===== src/rtl/alu_mdu.sv =====
// Integer execute unit: single-cycle ALU/branch ops plus a pipelined-latency
// multiplier and a restoring iterative divider sharing one broadcast port.
module alu_mdu #(
  parameter int XLEN    = 32,
  parameter int ENTRY_W = 4,
  parameter int MUL_LAT = 3,
  parameter int M_EN    = 1
) (
  input  logic               clk_in,
  input  logic               rst_in,
  input  logic               rdy_in,
  input  logic               clear,
  input  logic               issue_valid,
  output logic               issue_ready,
  input  logic [5:0]         op,
  input  logic [XLEN-1:0]    vj,
  input  logic [XLEN-1:0]    vk,
  input  logic [XLEN-1:0]    imm,
  input  logic [XLEN-1:0]    pc,
  input  logic [ENTRY_W-1:0] entry,
  output logic               alu_broadcast,
  output logic [XLEN-1:0]    alu_result,
  output logic [XLEN-1:0]    alu_pc_out,
  output logic [ENTRY_W-1:0] alu_entry,
  output logic [1:0]         o_dbg_state
);

  localparam logic [5:0] OP_ADD  = 6'd0,  OP_SUB   = 6'd1,  OP_SLL   = 6'd2,  OP_SLT   = 6'd3;
  localparam logic [5:0] OP_SLTU = 6'd4,  OP_XOR   = 6'd5,  OP_SRL   = 6'd6,  OP_SRA   = 6'd7;
  localparam logic [5:0] OP_OR   = 6'd8,  OP_AND   = 6'd9,  OP_ADDI  = 6'd10, OP_SLTI  = 6'd11;
  localparam logic [5:0] OP_SLTIU= 6'd12, OP_XORI  = 6'd13, OP_ORI   = 6'd14, OP_ANDI  = 6'd15;
  localparam logic [5:0] OP_SLLI = 6'd16, OP_SRLI  = 6'd17, OP_SRAI  = 6'd18, OP_LUI   = 6'd19;
  localparam logic [5:0] OP_AUIPC= 6'd20, OP_JAL   = 6'd21, OP_JALR  = 6'd22, OP_BEQ   = 6'd23;
  localparam logic [5:0] OP_BNE  = 6'd24, OP_BLT   = 6'd25, OP_BGE   = 6'd26, OP_BLTU  = 6'd27;
  localparam logic [5:0] OP_BGEU = 6'd28;
  localparam logic [5:0] OP_MUL  = 6'd32, OP_MULH  = 6'd33, OP_MULHSU= 6'd34, OP_MULHU = 6'd35;
  localparam logic [5:0] OP_DIV  = 6'd36, OP_DIVU  = 6'd37, OP_REM   = 6'd38, OP_REMU  = 6'd39;

  localparam int SH_W  = $clog2(XLEN);
  localparam int CNT_W = $clog2(XLEN + MUL_LAT + 2) + 1;

  typedef enum logic [1:0] {S_IDLE = 2'd0, S_MUL = 2'd1, S_DIV = 2'd2} state_t;

  state_t              r_state, w_next;
  logic [CNT_W-1:0]    r_cnt;
  logic [5:0]          r_op;
  logic [XLEN-1:0]     r_a, r_b, r_pc4;
  logic [ENTRY_W-1:0]  r_tag;
  logic [XLEN-1:0]     r_quo, r_rem, r_dvs;
  logic                r_neg_q, r_neg_r, r_dz;
  logic                r_bcast;
  logic [XLEN-1:0]     r_result, r_pc_out;
  logic [ENTRY_W-1:0]  r_out_entry;

  // Handshake: an op is taken on issue_valid & issue_ready & rdy_in & ~clear;
  // issue_ready is high only in IDLE, so long ops block further issue.
  logic w_accept, w_is_mul, w_is_div;
  assign issue_ready = (r_state == S_IDLE);
  assign w_accept    = issue_valid & issue_ready & rdy_in & ~clear;
  assign w_is_mul    = (M_EN != 0) && (op[5:2] == 4'b1000);
  assign w_is_div    = (M_EN != 0) && (op[5:2] == 4'b1001);

  // ---------------- single-cycle ALU / branch ----------------
  logic [XLEN-1:0] w_pc4, w_pc_imm, w_jalr, w_alu_res, w_alu_pc;
  logic [SH_W-1:0] w_sh_r, w_sh_i;
  logic            w_take;
  assign w_pc4    = pc + XLEN'(4);
  assign w_pc_imm = pc + imm;
  assign w_jalr   = vj + imm;
  assign w_sh_r   = vk[SH_W-1:0];
  assign w_sh_i   = imm[SH_W-1:0];

  always_comb begin
    w_take = 1'b0;
    case (op)
      OP_BEQ:  w_take = (vj == vk);
      OP_BNE:  w_take = (vj != vk);
      OP_BLT:  w_take = ($signed(vj) <  $signed(vk));
      OP_BGE:  w_take = ($signed(vj) >= $signed(vk));
      OP_BLTU: w_take = (vj <  vk);
      OP_BGEU: w_take = (vj >= vk);
      default: w_take = 1'b0;
    endcase
  end

  always_comb begin
    w_alu_res = '0;
    w_alu_pc  = w_pc4;
    case (op)
      OP_ADD:   w_alu_res = vj + vk;
      OP_SUB:   w_alu_res = vj - vk;
      OP_SLL:   w_alu_res = vj << w_sh_r;
      OP_SLT:   w_alu_res = {{(XLEN-1){1'b0}}, ($signed(vj) < $signed(vk))};
      OP_SLTU:  w_alu_res = {{(XLEN-1){1'b0}}, (vj < vk)};
      OP_XOR:   w_alu_res = vj ^ vk;
      OP_SRL:   w_alu_res = vj >> w_sh_r;
      OP_SRA:   w_alu_res = $signed(vj) >>> w_sh_r;
      OP_OR:    w_alu_res = vj | vk;
      OP_AND:   w_alu_res = vj & vk;
      OP_ADDI:  w_alu_res = vj + imm;
      OP_SLTI:  w_alu_res = {{(XLEN-1){1'b0}}, ($signed(vj) < $signed(imm))};
      OP_SLTIU: w_alu_res = {{(XLEN-1){1'b0}}, (vj < imm)};
      OP_XORI:  w_alu_res = vj ^ imm;
      OP_ORI:   w_alu_res = vj | imm;
      OP_ANDI:  w_alu_res = vj & imm;
      OP_SLLI:  w_alu_res = vj << w_sh_i;
      OP_SRLI:  w_alu_res = vj >> w_sh_i;
      OP_SRAI:  w_alu_res = $signed(vj) >>> w_sh_i;
      OP_LUI:   w_alu_res = imm;
      OP_AUIPC: w_alu_res = w_pc_imm;
      OP_JAL: begin
        w_alu_res = w_pc4;
        w_alu_pc  = w_pc_imm;
      end
      OP_JALR: begin
        w_alu_res = w_pc4;
        w_alu_pc  = w_jalr & ~{{(XLEN-1){1'b0}}, 1'b1};
      end
      OP_BEQ, OP_BNE, OP_BLT, OP_BGE, OP_BLTU, OP_BGEU: begin
        w_alu_res = {{(XLEN-1){1'b0}}, w_take};
        w_alu_pc  = w_take ? w_pc_imm : w_pc4;
      end
      default: ;
    endcase
  end

  // ---------------- multiplier ----------------
  // Live inputs feed the product only for MUL_LAT == 1, where the result is
  // registered in the acceptance cycle itself.
  logic [5:0]        w_mop;
  logic [XLEN-1:0]   w_ma, w_mb, w_mul_res;
  logic              w_a_sgn, w_b_sgn;
  logic [2*XLEN-1:0] w_ma_x, w_mb_x, w_prod;
  assign w_mop     = (r_state == S_IDLE) ? op : r_op;
  assign w_ma      = (r_state == S_IDLE) ? vj : r_a;
  assign w_mb      = (r_state == S_IDLE) ? vk : r_b;
  assign w_a_sgn   = (w_mop == OP_MULH) || (w_mop == OP_MULHSU);
  assign w_b_sgn   = (w_mop == OP_MULH);
  assign w_ma_x    = {{XLEN{w_a_sgn & w_ma[XLEN-1]}}, w_ma};
  assign w_mb_x    = {{XLEN{w_b_sgn & w_mb[XLEN-1]}}, w_mb};
  assign w_prod    = w_ma_x * w_mb_x;
  assign w_mul_res = (w_mop == OP_MUL) ? w_prod[XLEN-1:0] : w_prod[2*XLEN-1:XLEN];

  // ---------------- divider ----------------
  logic            w_sdiv, w_na, w_nb, w_rem_op, w_ge;
  logic [XLEN:0]   w_shift;
  logic [XLEN-1:0] w_diff, w_q_fix, w_r_fix, w_div_res;
  assign w_sdiv    = (op == OP_DIV) || (op == OP_REM);
  assign w_na      = w_sdiv & vj[XLEN-1];
  assign w_nb      = w_sdiv & vk[XLEN-1];
  assign w_shift   = {r_rem, r_quo[XLEN-1]};
  assign w_ge      = (w_shift >= {1'b0, r_dvs});
  assign w_diff    = w_shift[XLEN-1:0] - r_dvs;
  assign w_rem_op  = (r_op == OP_REM) || (r_op == OP_REMU);
  assign w_q_fix   = r_neg_q ? -r_quo : r_quo;
  assign w_r_fix   = r_neg_r ? -r_rem : r_rem;
  assign w_div_res = r_dz ? (w_rem_op ? r_a : '1) : (w_rem_op ? w_r_fix : w_q_fix);

  // ---------------- control FSM ----------------
  always_ff @(posedge clk_in or posedge rst_in) begin
    if (rst_in) r_state <= S_IDLE;
    else        r_state <= w_next;
  end

  always_comb begin
    w_next = r_state;
    if (rdy_in) begin
      case (r_state)
        S_IDLE: begin
          if (w_accept && w_is_mul)      w_next = S_MUL;
          else if (w_accept && w_is_div) w_next = S_DIV;
        end
        default: if (clear || r_bcast) w_next = S_IDLE;
      endcase
    end
  end

  // ---------------- datapath registers ----------------
  always_ff @(posedge clk_in or posedge rst_in) begin
    if (rst_in) begin
      r_cnt <= '0; r_op <= '0; r_a <= '0; r_b <= '0; r_pc4 <= '0; r_tag <= '0;
      r_quo <= '0; r_rem <= '0; r_dvs <= '0;
      r_neg_q <= 1'b0; r_neg_r <= 1'b0; r_dz <= 1'b0;
      r_bcast <= 1'b0; r_result <= '0; r_pc_out <= '0; r_out_entry <= '0;
    end else if (rdy_in) begin
      r_bcast <= 1'b0;
      if (clear) begin
        r_cnt <= '0;
      end else begin
        case (r_state)
          S_IDLE: if (w_accept) begin
            r_op  <= op;
            r_a   <= vj;
            r_b   <= vk;
            r_pc4 <= w_pc4;
            r_tag <= entry;
            if (w_is_mul) begin
              r_cnt <= CNT_W'(1);
              if (MUL_LAT == 1) begin
                r_bcast     <= 1'b1;
                r_result    <= w_mul_res;
                r_pc_out    <= w_pc4;
                r_out_entry <= entry;
              end
            end else if (w_is_div) begin
              r_cnt   <= CNT_W'(1);
              r_quo   <= w_na ? -vj : vj;
              r_dvs   <= w_nb ? -vk : vk;
              r_rem   <= '0;
              r_neg_q <= w_na ^ w_nb;
              r_neg_r <= w_na;
              r_dz    <= (vk == '0);
            end else begin
              r_bcast     <= 1'b1;
              r_result    <= w_alu_res;
              r_pc_out    <= w_alu_pc;
              r_out_entry <= entry;
            end
          end
          S_MUL: begin
            if (r_bcast) begin
              r_cnt <= '0;
            end else begin
              r_cnt <= r_cnt + CNT_W'(1);
              if (r_cnt == CNT_W'(MUL_LAT - 1)) begin
                r_bcast     <= 1'b1;
                r_result    <= w_mul_res;
                r_pc_out    <= r_pc4;
                r_out_entry <= r_tag;
              end
            end
          end
          S_DIV: begin
            if (r_bcast) begin
              r_cnt <= '0;
            end else begin
              r_cnt <= r_cnt + CNT_W'(1);
              if (r_cnt <= CNT_W'(XLEN)) begin
                r_rem <= w_ge ? w_diff : w_shift[XLEN-1:0];
                r_quo <= {r_quo[XLEN-2:0], w_ge};
              end else begin
                r_bcast     <= 1'b1;
                r_result    <= w_div_res;
                r_pc_out    <= r_pc4;
                r_out_entry <= r_tag;
              end
            end
          end
          default: r_cnt <= '0;
        endcase
      end
    end
  end

  assign alu_broadcast = r_bcast;
  assign alu_result    = r_result;
  assign alu_pc_out    = r_pc_out;
  assign alu_entry     = r_out_entry;
  assign o_dbg_state   = r_state;

endmodule


===== config.mk =====
export PLATFORM = sky130hd
export DESIGN_NAME = alu_mdu
export DESIGN_NICKNAME = d
export VERILOG_FILES = /design/src/rtl/alu_mdu.sv
export SDC_FILE = /design/constraint.sdc
export NUM_CORES = 2
export LEC_CHECK = 0
export ABC_CLOCK_PERIOD_IN_PS = 9950
export CORE_MARGIN = 10
export CORE_UTILIZATION = 45
export DETAILED_ROUTE_END_ITERATION = 8
export MAX_ROUTING_LAYER = met4
export PLACE_DENSITY = 0.63
export SYNTH_ARGS = -nofsm -noshare
export SYNTH_HDL_FRONTEND = slang
export SYNTH_SLANG_ARGS = --single-unit

===== constraint.sdc =====
create_clock -name clk_in -period 9.95 [get_ports clk_in]
set_input_delay 1.99 -clock clk_in [delete_from_list [all_inputs] [get_ports clk_in]]
set_output_delay 1.99 -clock clk_in [all_outputs]
set_load 0.02 [all_outputs]

==> results.sh <==
export IMPL_viasPerCell=6.26
export IMPL_async_reset_ff_share_pct=100
export IMPL_final_setup_skew_ps=28.4
export IMPL_die_x_um=422
export IMPL_start_kind="input port"
export IMPL_end_kind="flip-flop"
export IMPL_synthMuxAreaShare_pct=6.53
export IMPL_syn_inst=8918
export IMPL_arrival_ps=10320
export IMPL_synth_area_um2=72800
export IMPL_cts_buffers=40
export IMPL_timing_fmax_ghz=0.102
export IMPL_setup_viol=0
export IMPL_grt_remaining_overflow=0
export IMPL_cp_common_cell="fa_1"
export IMPL_dp_slack_ps=-1240
export IMPL_io_buffers=214
export IMPL_synth_area_top_cells="fa_1 31%, dfrtp_1 9.7%, ha_1 7.1%"
export IMPL_fp_row_count=147
export IMPL_ff2ff_path_depth=32
export IMPL_r2r_start="o_dbg_state[0]$_DFFE_PP0P_"
export IMPL_startpoint="vk[18]"
export IMPL_grt_pass1_wl_um=547000
export IMPL_drive_above_1_share_pct=14.1
export IMPL_yosys_area_top_type_share_pct=31.1
export IMPL_cp_max_fo=4
export IMPL_coreArea_um2=161000
export IMPL_synth_common_cells="1362 x inv_1, 1308 x nand2_1, 1130 x fa_1"
export IMPL_cp_data_required_time_ps=10450
export IMPL_postSynthAreaPerCell_um2=8.16
export IMPL_area_delta_synth_final_pct=18.7
export IMPL_yosys_area_share_simple_pct=15.6
export IMPL_htreeDepth=2
export IMPL_synth_fa_ha_area_share_pct=38.2
export IMPL_clock_insertion_delay_worst_skew_ps=650
export IMPL_cp_slowest_cell="fa_1"
export IMPL_route_detailed_drc=0
export IMPL_drv_cap=0
export IMPL_fin_nets=11300
export IMPL_clockBufferDepth=3
export IMPL_crit_type="in -> reg"
export IMPL_cts_hold_buf=0
export IMPL_initialDrtViolationCount=8916
export IMPL_die_h_um=422
export IMPL_io_pins=215
export IMPL_critPathMaxStageDelay_ps=540
export IMPL_cts_tree="done"
export IMPL_layout_cells_non_filler=11800
export IMPL_routed_wl_um=389000
export IMPL_postRouteAntennaNets=0
export IMPL_synth_flop_cell="dfrtp_1"
export IMPL_final_max_slew_viol_count=0
export IMPL_synth_edf_count=0
export IMPL_synth_area_leader_cell="fa_1"
export IMPL_crit_path_end="alu_result[11]$_DFFE_PP0P_"
export IMPL_period_minus_slack_ps=9820
export IMPL_synth_xor_area_share_pct=4.11
export IMPL_route_detailed_wl_per_inst_um=32.9
export IMPL_final_setup_worst_slack_ps=128
export IMPL_die_area_um2=178000
export IMPL_firstDrtPassIters=6
export IMPL_grt_max_degree=140
export IMPL_status="finished clean"
export IMPL_synth_compound_area_share_pct=15.9
export IMPL_placed_area_um2=84400
export IMPL_path_clk_slew_ps=70
export IMPL_min_period_over_period_pct=98.7
export IMPL_hpwl_um=322000
export IMPL_post_synth_num_cell_types=100
export IMPL_place_congestion=1.14
export IMPL_yosys_warnings=0
export IMPL_synth_most_common_cell="inv_1"
export IMPL_r2r_slack_ps=400
export IMPL_dp_cells=11700
export IMPL_root_buffer="clkbuf_16"
export IMPL_hold_worst_slack_ps=479
export IMPL_ys_seq_area_share_pct=9.73
export IMPL_nFillCells=15300
export IMPL_vias=74000
export IMPL_clkSinkCount=283
export IMPL_first_global_vias=73000
export IMPL_antenna_found_initial=44
export IMPL_design_area_um2=86500
export IMPL_synth_nets=10600
export IMPL_initial_core_util_pct=45.3
export IMPL_synth_seq_cells=283
export IMPL_worstMarginPinSlew_ps=1390
export IMPL_hold_violations=0
export IMPL_synth_top_family_by_area="adder cells"
export IMPL_max_slew_margin_rel_pct=6.68
export IMPL_track_usage_pct=43.6
export IMPL_r2r_end="alu_result[11]$_DFFE_PP0P_"
export IMPL_hp_class="reg -> reg"
cell families (layout without fill, tap and decap cells):
| logic type | Yosys count | count (layout) |
|---|---|---|
| buffers and inverters | 1919 | 2616 |
| AOI/OAI and AO/OA | 1805 | 1805 |
| xor gates and xnor gates | 342 | 342 |
| DFF | 283 | 283 |
| and+or+nand+nor | 2612 | 2612 |
| other | 0 | 42 |
| adders and majority gates | 1543 | 1543 |
| muxes | 414 | 414 |
per-layer routing:
layer	global-route usage, %	part of all wire (%)	wire length [um]	vias up
met5	-	0	0	-
met4	31.5	9.4	36700	0
met3	10.7	11	40900	1185
met2	63.7	43	167000	4729
met1	52.4	37	144000	37300
li1	-	-	-	30700
how the worst min path moves through the flow:
stage	slack, ps	from	cells after the start	to
after floorplan	440	r_pc4[23]$_DFFE_PP0P_	2	r_pc4[23]$_DFFE_PP0P_
after global placement	460	r_pc4[23]$_DFFE_PP0P_	2	r_pc4[23]$_DFFE_PP0P_
after detailed placement	460	r_pc4[24]$_DFFE_PP0P_	2	r_pc4[24]$_DFFE_PP0P_
after CTS	480	r_pc4[24]$_DFFE_PP0P_	2	r_pc4[24]$_DFFE_PP0P_
after global routing	500	alu_pc_out[1]$_DFFE_PP0P_	2	alu_pc_out[1]$_DFFE_PP0P_
final	480	r_pc4[14]$_DFFE_PP0P_	2	r_pc4[14]$_DFFE_PP0P_
repair_timing:
item	in CTS	in global routing
hold endpoints to repair	0	0
gates cloned	0	1
setup endpoints to repair	19	29
setup buffers	0	10
pin swaps	1	38
gates resized for setup	17	97
critical path, delay by kind of cell:
| family | cells | cell delay [ps] |
|---|---|---|
| adders and majority gates | 9 | 4390 |
| AOI/OAI and AO/OA | 9 | 1830 |
| buffers and inverters | 9 | 1430 |
| muxes | 1 | 320 |
| xor gates and xnor gates | 1 | 180 |
| and+or+nand+nor | 2 | 150 |
flip-flops by register name, indices dropped and copies added (netlist names):
name	flops
r_pc4	32
alu_result	32
r_dz	1
r_neg_q	1
r_b	32
r_neg_r	1
r_cnt	7
r_a	32
r_rem	32
r_dvs	32
o_dbg_state	2
alu_pc_out	32
alu_entry	4
r_op	6
r_quo	32
r_tag	4
alu_broadcast	1
through the flow:
step           utilization (%)  TNS, ps
5_1_grt                   53.8    -24.0
3_3_place_gp              52.5   -20270
4_1_cts                   53.4        0
6_report                  53.8        0
2_1_floorplan                -    -19.1
3_5_place_dp              52.5   -21820
cell type report:
class	count	area, um2	area share [%]
Inverter	1369	5160	5.97
Antenna cell	42	105	0.122
Clock inverter	19	294	0.340
Timing Repair Buffer	1175	10800	12.5
Tap cell	2160	2700	3.13
Sequential cell	283	7080	8.19
Multi-Input combinational cell	6716	59200	68.5
Clock buffer	53	1100	1.27
placed cells by master (no fill, tap or decap), drive strengths merged, types with 61 or more instances in the layout:
| master | Yosys | routed |
|---|---|---|
| inv | 1362 | 1363 |
| xor2 | 121 | 121 |
| nor2 | 628 | 628 |
| a21o | 84 | 84 |
| dfrtp | 283 | 283 |
| nand3 | 149 | 149 |
| nor3 | 111 | 111 |
| nand2 | 1311 | 1311 |
| o21ai | 525 | 525 |
| mux2i | 255 | 255 |
| nand4 | 61 | 61 |
| clkdlybuf4s50 | 0 | 209 |
| fa | 1130 | 1130 |
| a21oi | 438 | 438 |
| a31oi | 61 | 61 |
| xnor2 | 221 | 221 |
| ha | 413 | 413 |
| buf | 73 | 960 |
| mux2 | 124 | 124 |
| a211oi | 65 | 65 |
Power is not shown: default switching activity piles up to over one toggle a cycle in this logic, so the estimate is an artifact.
